### src/rtl/spi_tx_shift_register.sv
// spi_tx_shift_register
//   SPI transmit-side shifter. Parallel words enter through a valid/ready
//   handshake into a one-entry holding buffer and are serialized onto
//   data_out, one bit per spi_clk, with load_out high as the frame qualifier.
//   A word waiting in the holding buffer is reloaded at the frame boundary,
//   so consecutive frames stream with no idle cycle between them.
//
// Ports
//   spi_clk   in   sole clock, rising edge
//   reset     in   synchronous reset, active low
//   tx_data   in   [DATA_WIDTH-1:0] parallel word, sampled when accepted
//   tx_valid  in   tx_data is valid
//   tx_ready  out  holding buffer empty and not in reset
//   data_out  out  serial data bit (registered)
//   load_out  out  high while data_out carries a frame bit (registered)
//   busy      out  shifting a frame or holding a word
//   tx_done   out  one-cycle pulse in the cycle after a frame's last bit
module spi_tx_shift_register #(
    parameter int DATA_WIDTH = 8,
    parameter bit MSB_FIRST  = 1'b1
) (
    input  logic                  spi_clk,
    input  logic                  reset,
    input  logic [DATA_WIDTH-1:0] tx_data,
    input  logic                  tx_valid,
    output logic                  tx_ready,
    output logic                  data_out,
    output logic                  load_out,
    output logic                  busy,
    output logic                  tx_done
);

    localparam int CNT_W = (DATA_WIDTH > 2) ? $clog2(DATA_WIDTH) : 1;
    localparam logic [CNT_W-1:0] CNT_LAST = CNT_W'(DATA_WIDTH - 1);

    typedef enum logic [0:0] {
        ST_IDLE  = 1'b0,
        ST_SHIFT = 1'b1
    } state_t;

    state_t                state_r;
    state_t                state_s;
    logic [DATA_WIDTH-1:0] hold_r;
    logic                  hold_full_r;
    logic [DATA_WIDTH-1:0] shreg_r;
    logic [DATA_WIDTH-1:0] shreg_s;
    logic [DATA_WIDTH-1:0] shifted_s;
    logic [CNT_W-1:0]      bit_cnt_r;
    logic [CNT_W-1:0]      bit_cnt_s;
    logic                  data_out_r;
    logic                  data_out_s;
    logic                  load_out_r;
    logic                  load_out_s;
    logic                  tx_done_r;
    logic                  tx_done_s;
    logic                  xfer_s;
    logic                  accept_s;
    logic                  tx_ready_s;

    // Bit that goes on the wire first for a freshly loaded word.
    function automatic logic first_bit(input logic [DATA_WIDTH-1:0] v);
        if (MSB_FIRST) begin
            return v[DATA_WIDTH-1];
        end else begin
            return v[0];
        end
    endfunction

    // Advance the shift register by one bit in the configured direction.
    function automatic logic [DATA_WIDTH-1:0] shift_one(input logic [DATA_WIDTH-1:0] v);
        if (MSB_FIRST) begin
            return {v[DATA_WIDTH-2:0], 1'b0};
        end else begin
            return {1'b0, v[DATA_WIDTH-1:1]};
        end
    endfunction

    assign tx_ready_s = reset & ~hold_full_r;
    assign accept_s   = tx_valid & tx_ready_s;
    assign shifted_s  = shift_one(shreg_r);

    // Next-state and next-output logic; xfer_s moves hold into the shifter.
    always_comb begin
        state_s    = state_r;
        shreg_s    = shreg_r;
        bit_cnt_s  = bit_cnt_r;
        data_out_s = 1'b0;
        load_out_s = 1'b0;
        tx_done_s  = 1'b0;
        xfer_s     = 1'b0;
        case (state_r)
            ST_IDLE: begin
                if (hold_full_r) begin
                    xfer_s = 1'b1;
                end else begin
                    state_s = ST_IDLE;
                end
            end
            ST_SHIFT: begin
                if (bit_cnt_r != {CNT_W{1'b0}}) begin
                    shreg_s    = shifted_s;
                    data_out_s = first_bit(shifted_s);
                    bit_cnt_s  = bit_cnt_r - CNT_W'(1);
                    load_out_s = 1'b1;
                end else begin
                    // Last bit has just been on the wire for a full cycle.
                    tx_done_s = 1'b1;
                    if (hold_full_r) begin
                        xfer_s = 1'b1;
                    end else begin
                        state_s = ST_IDLE;
                    end
                end
            end
            default: begin
                state_s = ST_IDLE;
            end
        endcase
        if (xfer_s) begin
            shreg_s    = hold_r;
            bit_cnt_s  = CNT_LAST;
            state_s    = ST_SHIFT;
            data_out_s = first_bit(hold_r);
            load_out_s = 1'b1;
        end else begin
            shreg_s = shreg_s;
        end
    end

    // State, shifter and registered outputs.
    always_ff @(posedge spi_clk) begin
        if (!reset) begin
            state_r    <= ST_IDLE;
            shreg_r    <= {DATA_WIDTH{1'b0}};
            bit_cnt_r  <= {CNT_W{1'b0}};
            data_out_r <= 1'b0;
            load_out_r <= 1'b0;
            tx_done_r  <= 1'b0;
        end else begin
            state_r    <= state_s;
            shreg_r    <= shreg_s;
            bit_cnt_r  <= bit_cnt_s;
            data_out_r <= data_out_s;
            load_out_r <= load_out_s;
            tx_done_r  <= tx_done_s;
        end
    end

    // Holding buffer; a transfer and an accept never coincide since
    // tx_ready is low whenever the buffer is full.
    always_ff @(posedge spi_clk) begin
        if (!reset) begin
            hold_r      <= {DATA_WIDTH{1'b0}};
            hold_full_r <= 1'b0;
        end else if (xfer_s) begin
            hold_full_r <= 1'b0;
        end else if (accept_s) begin
            hold_r      <= tx_data;
            hold_full_r <= 1'b1;
        end else begin
            hold_full_r <= hold_full_r;
        end
    end

    assign tx_ready = tx_ready_s;
    assign data_out = data_out_r;
    assign load_out = load_out_r;
    assign busy     = (state_r == ST_SHIFT) | hold_full_r;
    assign tx_done  = tx_done_r;

endmodule
### config.mk
export PLATFORM = sky130hd
export DESIGN_NAME = spi_tx_shift_register
export DESIGN_NICKNAME = d
export VERILOG_FILES = /design/src/rtl/spi_tx_shift_register.sv
export SDC_FILE = /design/constraint.sdc
export NUM_CORES = 1
export LEC_CHECK = 0
export CAP_MARGIN = 20
export CORE_AREA = 2 2 48 50
export DETAILED_ROUTE_END_ITERATION = 8
export DIE_AREA = 0 0 50 52
export PLACE_DENSITY = 0.79
export RECOVER_POWER = 25
export SLEW_MARGIN = 0
export SYNTH_ARGS = -nofsm -noshare
export SYNTH_HDL_FRONTEND = slang
export SYNTH_SLANG_ARGS = --single-unit
### constraint.sdc
create_clock -name spi_clk -period 1.64 [get_ports spi_clk]
set_clock_uncertainty 0.2 [all_clocks]
set_input_delay 0.41 -clock spi_clk [delete_from_list [all_inputs] [get_ports spi_clk]]
set_output_delay 0.41 -clock spi_clk [all_outputs]
set_load 0.1 [all_outputs]
==> metrics, run 1 <==
status=finished, violations left; violated checks=setup timing; Worst VDD drop=approximately 0.54 mV; vias in the first global route=857; top cell type's share of synthesized area=0.451; yosys synthesis warning count=0; pre-CTS worst setup slack=-216 ps; Layout area overhead=25.4%; sequential power share=0.541; DR iter-0 viols=5; Post-synth EDFFs=0; Setup WS post-layout=-52.4 ps; ratio of cells with drive above 1 in the final layout=0.168; WP data required=around 1000 ps; First-pass DRT Iterations=4; CP max FO=3; I/O Pins=16; Setup Viol. Count Final=1; placed insts=155; cell taking the most area after synthesis=dfxtp_1; drt total wl=~1.9 mm; Sw Share=0.294; filler instances=186; Routed Antenna Nets=0; clock period minus worst slack=1690 ps; setup TNS=-52.4 ps; Die H=52 um; Slew HR=0.793; Syn Std Cell Area=just over 0.001 mm^2; global-route total usage across every layer=0.173; CP Class=reg -> out; synthesized instance count=113; max-capacitance violation count=0; H-tree depth=1; setup bufs post-CTS=0; Remaining DRCs=0; FF/Latch Area=about 460 um^2; TritonCTS Buffers=3; top-count cell post-synth=dfxtp_1; final net count=approximately 150; n_diodes=0; Pleak=~0.51 nW; Die Area=between 0.002 and 0.003 mm^2; combinational share of power=0.231; Hold Crit Class=reg -> reg; Syn Nets=126; f_max=~600 MHz; Worst Tran Pin Value=310 ps; post-place instance area=0.00126 mm^2; pin count of the biggest net entering global routing=26; Clk pwr share=0.228; top_reg_cell synth=dfxtp_1; DR WL/cell=about 12 um; hold_ws=~270 ps; r2r setup slk=110 ps; Hold Vio Cnt, Final=0; multi-input logic area=around 500 um^2; type of origin of the critical path=flip-flop; num rows=17; Final Max Slew Viols=0; unrepaired setup endpoints after global routing=true; Sw Pwr=around 330 uW; Power Density=889 mW/mm^2; die extent in x=50 um; initial antenna violation count=0; routed vias=812; period utilization=1.03; Core Area=~0.0021 mm^2; Pint=803 uW; Buffers on Ports=15; DR vias/cell=5.11; non-filler cells, final=159; asr flop ratio synth=0; most frequent cells after synthesis=dfxtp_1 (23), nand2_1 (21), a21boi_1 (8), o21ai_0 (8); effective utilization at floorplan=0.485; Area contributors post-synth=dfxtp_1 (45%), nand2_1 (7.7%), mux2i_1 (6.9%); TritonCTS clock tree=built; RD Place Congestion=0.806; register area share after synthesis=0.451; global route overflow=0; Synth Register Bits=23; CTS clock-pin slew for the worst setup and hold paths=around 130 ps; synth unique cells=29; fin area=roughly 0.0013 mm^2; first-pass GRT wire length=approximately 3.4 mm; CTS sink cnt=23; hold-fix buffers at CTS=0; clock buffer depth=2; Detailed Place HPWL=~1.4 mm; CTS root buffer=clkbuf_4; mean post-synth cell area=9.04 um^2; Worst Setup End Kind=output pin; Clock Latency Late Sink=roughly 310 ps; crit path DAT=~1100 ps
[cells in the final DEF (no fill, tap or decap), types with 2 or more instances in the layout]
cell type,synthesis,layout
buf_4,3,5
nand2_1,21,21
and3_1,2,2
nand3_1,3,3
buf_12,0,5
o21a_1,2,2
ha_1,2,2
inv_1,2,2
clkbuf_4,0,3
dfxtp_1,23,21
o21ai_0,8,8
or2b_1,3,3
a21boi_1,8,7
a21oi_1,7,7
mux2i_1,7,7
nand2b_1,4,4
nor2_1,2,2
clkdlybuf4s50_1,0,9
dfxtp_2,0,2
and2b_1,1,2
[state kept, by name (all words and copies together), names as in the netlist]
register / cells
data_out: 1
bit_cnt_r: 3
state_r: 1
shreg_r: 7
load_out: 1
hold_full_r: 1
tx_done: 1
hold_r: 8
[stage by stage]
step	util	power (mW)
after floorplan	-	0.815
after global placement	0.600	0.896
after detailed placement	0.600	0.906
after CTS	0.613	1.17
after global routing	0.608	1.20
final	0.608	1.14
[metal layers]
layer / GRT usage / vias up / routed length [um]
met3: 0.0287 / 4 / 86
met4: 0.0694 / 0 / 19
met2: 0.329 / 17 / 1040
met5: 0 / - / 0
li1: - / 412 / -
met1: 0.187 / 379 / 736
[path summary, 6_finish.rpt]
check / endpoint / start / depth (start not counted)
setup reg to reg: bit_cnt_r[1] / bit_cnt_r[0] / 5
hold reg to reg: hold_r[0] / hold_r[0] / 2
hold / removal: hold_r[0] / hold_r[0] / 2
setup / recovery: busy / hold_full_r / 2
[cell type report]
type	count	share of cell area
clock inverter	1	0.00391
inverter	2	0.00587
tap	28	0.0274
sequential	23	0.362
multi-input combinational	81	0.395
timing repair buffer	21	0.189
clock buffer	3	0.0176
[what timing repair did]
action / CTS / global route
pin swaps: 1 / 0
resized for setup: 2 / 1
setup endpoints to repair: 2 / 1
[worst max-delay path: stages (launching register included)]
cell and delay [ps]:
dfxtp_2 360, or2_4 240, buf_12 170
[power by group through the flow]
stage / registers [mW] / logic [mW] / clock network [mW]
final: 0.616 / 0.262 / 0.260
after global routing: 0.621 / 0.290 / 0.286
after CTS: 0.616 / 0.278 / 0.272
after detailed placement: 0.629 / 0.277 / 0
after global placement: 0.626 / 0.270 / 0
after floorplan: 0.642 / 0.173 / 0
[cell families after synthesis]
family | share of synthesized area
compound gates | 0.164
fa+ha+maj | 0.0245
buf+inv | 0.0539
flops | 0.451
simple gates | 0.227
mux | 0.0797
Power figures use the tool's default switching activity.
==> run 2: changes to the inputs <==
Settings changed: CTS_CLUSTER_SIZE set to 16, SKIP_LAST_GASP set to 1.
==> results of run 2 <==
Final layout, timing and power as in run 1 (identical DEF).
==> run 3: changes to the inputs <==
Settings changed: ABC_AREA set to 1, CORE_AREA 2 2 48 50 to 2 2 47 49, DIE_AREA 0 0 50 52 to 0 0 49 51, PLACE_DENSITY 0.79 to 0.8.
Clock period 1.64 ns to 1.6 ns, I/O delays scaled along.
==> metrics, run 3 <==
Post-synth EDFFs=0 (unchanged); Detailed Place HPWL=1.32 mm (was 1.39 mm); most frequent cells after synthesis=nand2_1 (42), nand3_1 (24), dfxtp_1 (23) (was dfxtp_1 (23), nand2_1 (21), a21boi_1 (8), o21ai_0 (8)); Hold Crit Class=reg -> reg (unchanged); Routed Antenna Nets=0 (unchanged); drt total wl=2.02 mm (was 1.88 mm); crit path DAT=1030 ps (was 1080 ps); max-capacitance violation count=0 (unchanged); synthesized instance count=130 (was 113); type of origin of the critical path=flip-flop (unchanged); Buffers on Ports=15 (unchanged); pin count of the biggest net entering global routing=23 (was 26); TritonCTS clock tree=built (unchanged); Syn Nets=143 (was 126); cell chain of the critical path=inv_4 -> nand2_2 -> inv_2 -> buf_12 (was or2_4 -> buf_12); final core utilization=0.626 (was 0.608); DR iter-0 viols=31 (was 5); Layout area overhead=31.1% (was 25.4%); Worst Setup End Kind=output pin (unchanged); vias in the first global route=872 (was 857); num rows=17 (unchanged); Regs by FF count=hold_r: 8 flops, shreg_r: 7 flops, bit_cnt_r: 3 flops (unchanged); global-route total usage across every layer=0.184 (was 0.173); hold_ws=274 ps (was 268 ps); synth unique cells=21 (was 29); RD Place Congestion=0.795 (was 0.806); violated checks=setup timing (unchanged); Hold Vio Cnt, Final=0 (unchanged); WP data required=1000 ps (was 1030 ps); I/O Pins=16 (unchanged); f_max=about 600 MHz; n_diodes=0 (unchanged); first-pass GRT wire length=3.48 mm (was 3.42 mm); Setup WS post-layout=-32.2 ps (was -52.4 ps); Syn Std Cell Area=986 um^2 (was 0.00102 mm^2); Clock Latency Late Sink=310 ps (about the same); status=finished, violations left (unchanged); unrepaired setup endpoints after global routing=true (unchanged); most frequent cells in the layout=nand2_1 (40), nand3_1 (24), dfxtp_1 (21) (was nand2_1 (21), dfxtp_1 (21), clkdlybuf4s50_1 (9)); non-filler cells, final=181 (was 159); mean post-synth cell area=7.58 um^2 (was 9.04 um^2); placed insts=171 (was 155); Power Density=898 mW/mm^2 (was 889 mW/mm^2); Largest register FFs=8 (unchanged); DR WL/cell=11.1 um (was 11.8 um); initial antenna violation count=0 (unchanged); ratio of cells with drive above 1 in the final layout=0.255 (was 0.168); top-count cell post-synth=nand2_1 (was dfxtp_1); fin area=0.00129 mm^2 (was 0.00128 mm^2); CP delay by family, top=flip-flops (unchanged); filler instances=179 (was 186); Die H=51 um (was 52 um); Worst Tran Pin Value=286 ps (was 310 ps); Synth Register Bits=23 (unchanged); most flop-heavy register=hold_r (unchanged); register area share after synthesis=0.467 (was 0.451); CTS sink cnt=23 (unchanged); Remaining DRCs=0 (unchanged); yosys synthesis warning count=0 (unchanged); effective utilization at floorplan=0.478 (was 0.485); top_reg_cell synth=dfxtp_1 (unchanged); Pleak=0.615 nW (was 0.507 nW); global route overflow=0 (unchanged); Area contributors post-synth=dfxtp_1 (47%), nand2_1 (16%), nand3_1 (12%) (was dfxtp_1 (45%), nand2_1 (7.7%), mux2i_1 (6.9%)); die extent in x=49 um (was 50 um); crit path from=hold_full_r (unchanged); CP max FO=3 (unchanged); Final Max Slew Viols=0 (unchanged); Die Area=0.00250 mm^2 (was 0.00260 mm^2); asr flop ratio synth=0 (unchanged); commonest non-fill, non-tap cell in the layout=nand2_1; Critical path buffers and inverters=3 (was 1); period utilization=1.02; slowest library cell on the worst path=dfxtp_4 (was dfxtp_2); clock buffer depth=2 (unchanged); First-pass DRT Iterations=5 (was 4); Worst VDD drop=0.738 mV (was 0.539 mV); Setup Viol. Count Final=2 (was 1); setup TNS=-37.3 ps (was -52.4 ps); CTS clock-pin slew for the worst setup and hold paths=120 ps (was 130 ps); CP Class=reg -> out (unchanged); Core Area=0.00206 mm^2 (was 0.00211 mm^2); TritonCTS Buffers=3 (unchanged); crit-path max cell delay=380 ps (was 360 ps); Reg-to-Reg Start=hold_full_r (was bit_cnt_r[0]); H-tree depth=1 (unchanged); Hold Crit Start=hold_r[3] (was hold_r[0]); clock period minus worst slack=between 1500 and 2000 ps; DR vias/cell=5.06 (was 5.11); hold-fix buffers at CTS=0 (unchanged); Slew HR=0.809 (was 0.793); CTS root buffer=clkbuf_4 (unchanged); top cell type's share of synthesized area=0.467 (was 0.451); final net count=167 (was 145); cell taking the most area after synthesis=dfxtp_1 (unchanged); routed vias=916 (was 812); post-place instance area=0.00120 mm^2 (was 0.00126 mm^2)
run 3: changes by cell type after synthesis, moves of 5 or more:
cell	previous run	this run
o21ai_0	8	2
nand2_1	21	42
nor2_1	2	7
a21boi_1	8	0
nand3_1	3	24
mux2i_1	7	0
a21oi_1	7	1
inv_1	2	9
run 3: where the power goes:
group	switching [mW]	leakage, nW	total (mW)	internal [mW]
clock network	0.170	0.0177	0.263	0.0934
logic	0.165	0.408	0.272	0.107
registers	0.0198	0.189	0.626	0.606
total	0.355	0.615	1.16	0.806
run 3: cell type report:
class                      count  area [um^2]  area share
clock buffer                   3         22.5      0.0174
clock inverter                 1         5.00     0.00387
sequential                    23          465       0.360
timing repair buffer          23          246       0.191
inverter                      14         60.1      0.0465
tap                           28         35.0      0.0271
multi-input combinational     89          458       0.354
run 3: path summary, 6_finish.rpt:
kind         slack [ps]  cells past startpoint          to
max                 -30                      4    tx_ready
min                 270                      2  shreg_r[3]
max reg2reg          30                     10   hold_r[7]
min reg2reg         270                      2  shreg_r[3]
run 3: timing repair:
action,4_1_cts,5_1_grt
buffers inserted,4,1
gates cloned,0,1
pin swaps,0,2
gates resized for setup,6,10
endpoints found under the setup margin,2,14
run 3: cells by family after synthesis:
logic type      count (synthesis)  share of synthesized area
simple gates                   78                      0.350
buf+inv                        19                      0.103
flops                          23                      0.467
compound gates                  8                     0.0546
fa+ha+maj                       2                     0.0254
run 3: metrics by stage:
stage               setup slack [ps]  power [mW]
floorplan                       44.1       0.798
global placement                -180       0.872
detailed placement              -194       0.879
CTS                            -36.0        1.15
global route                   -89.7        1.22
finish                         -32.2        1.16
run 3: tightest hold or removal path, cell delays in order, from the launching register on:
cell	delay [ps]
dfxtp_1	330
nand3_1	70
nand2_1	40
run 3: layer usage:
layer | track usage | vias up | part of all wire
met5 | 0 | - | 0
met3 | 0.0409 | 10 | 0.049
li1 | - | 459 | -
met1 | 0.193 | 419 | 0.43
met4 | 0.143 | 0 | 0.034
met2 | 0.324 | 28 | 0.49
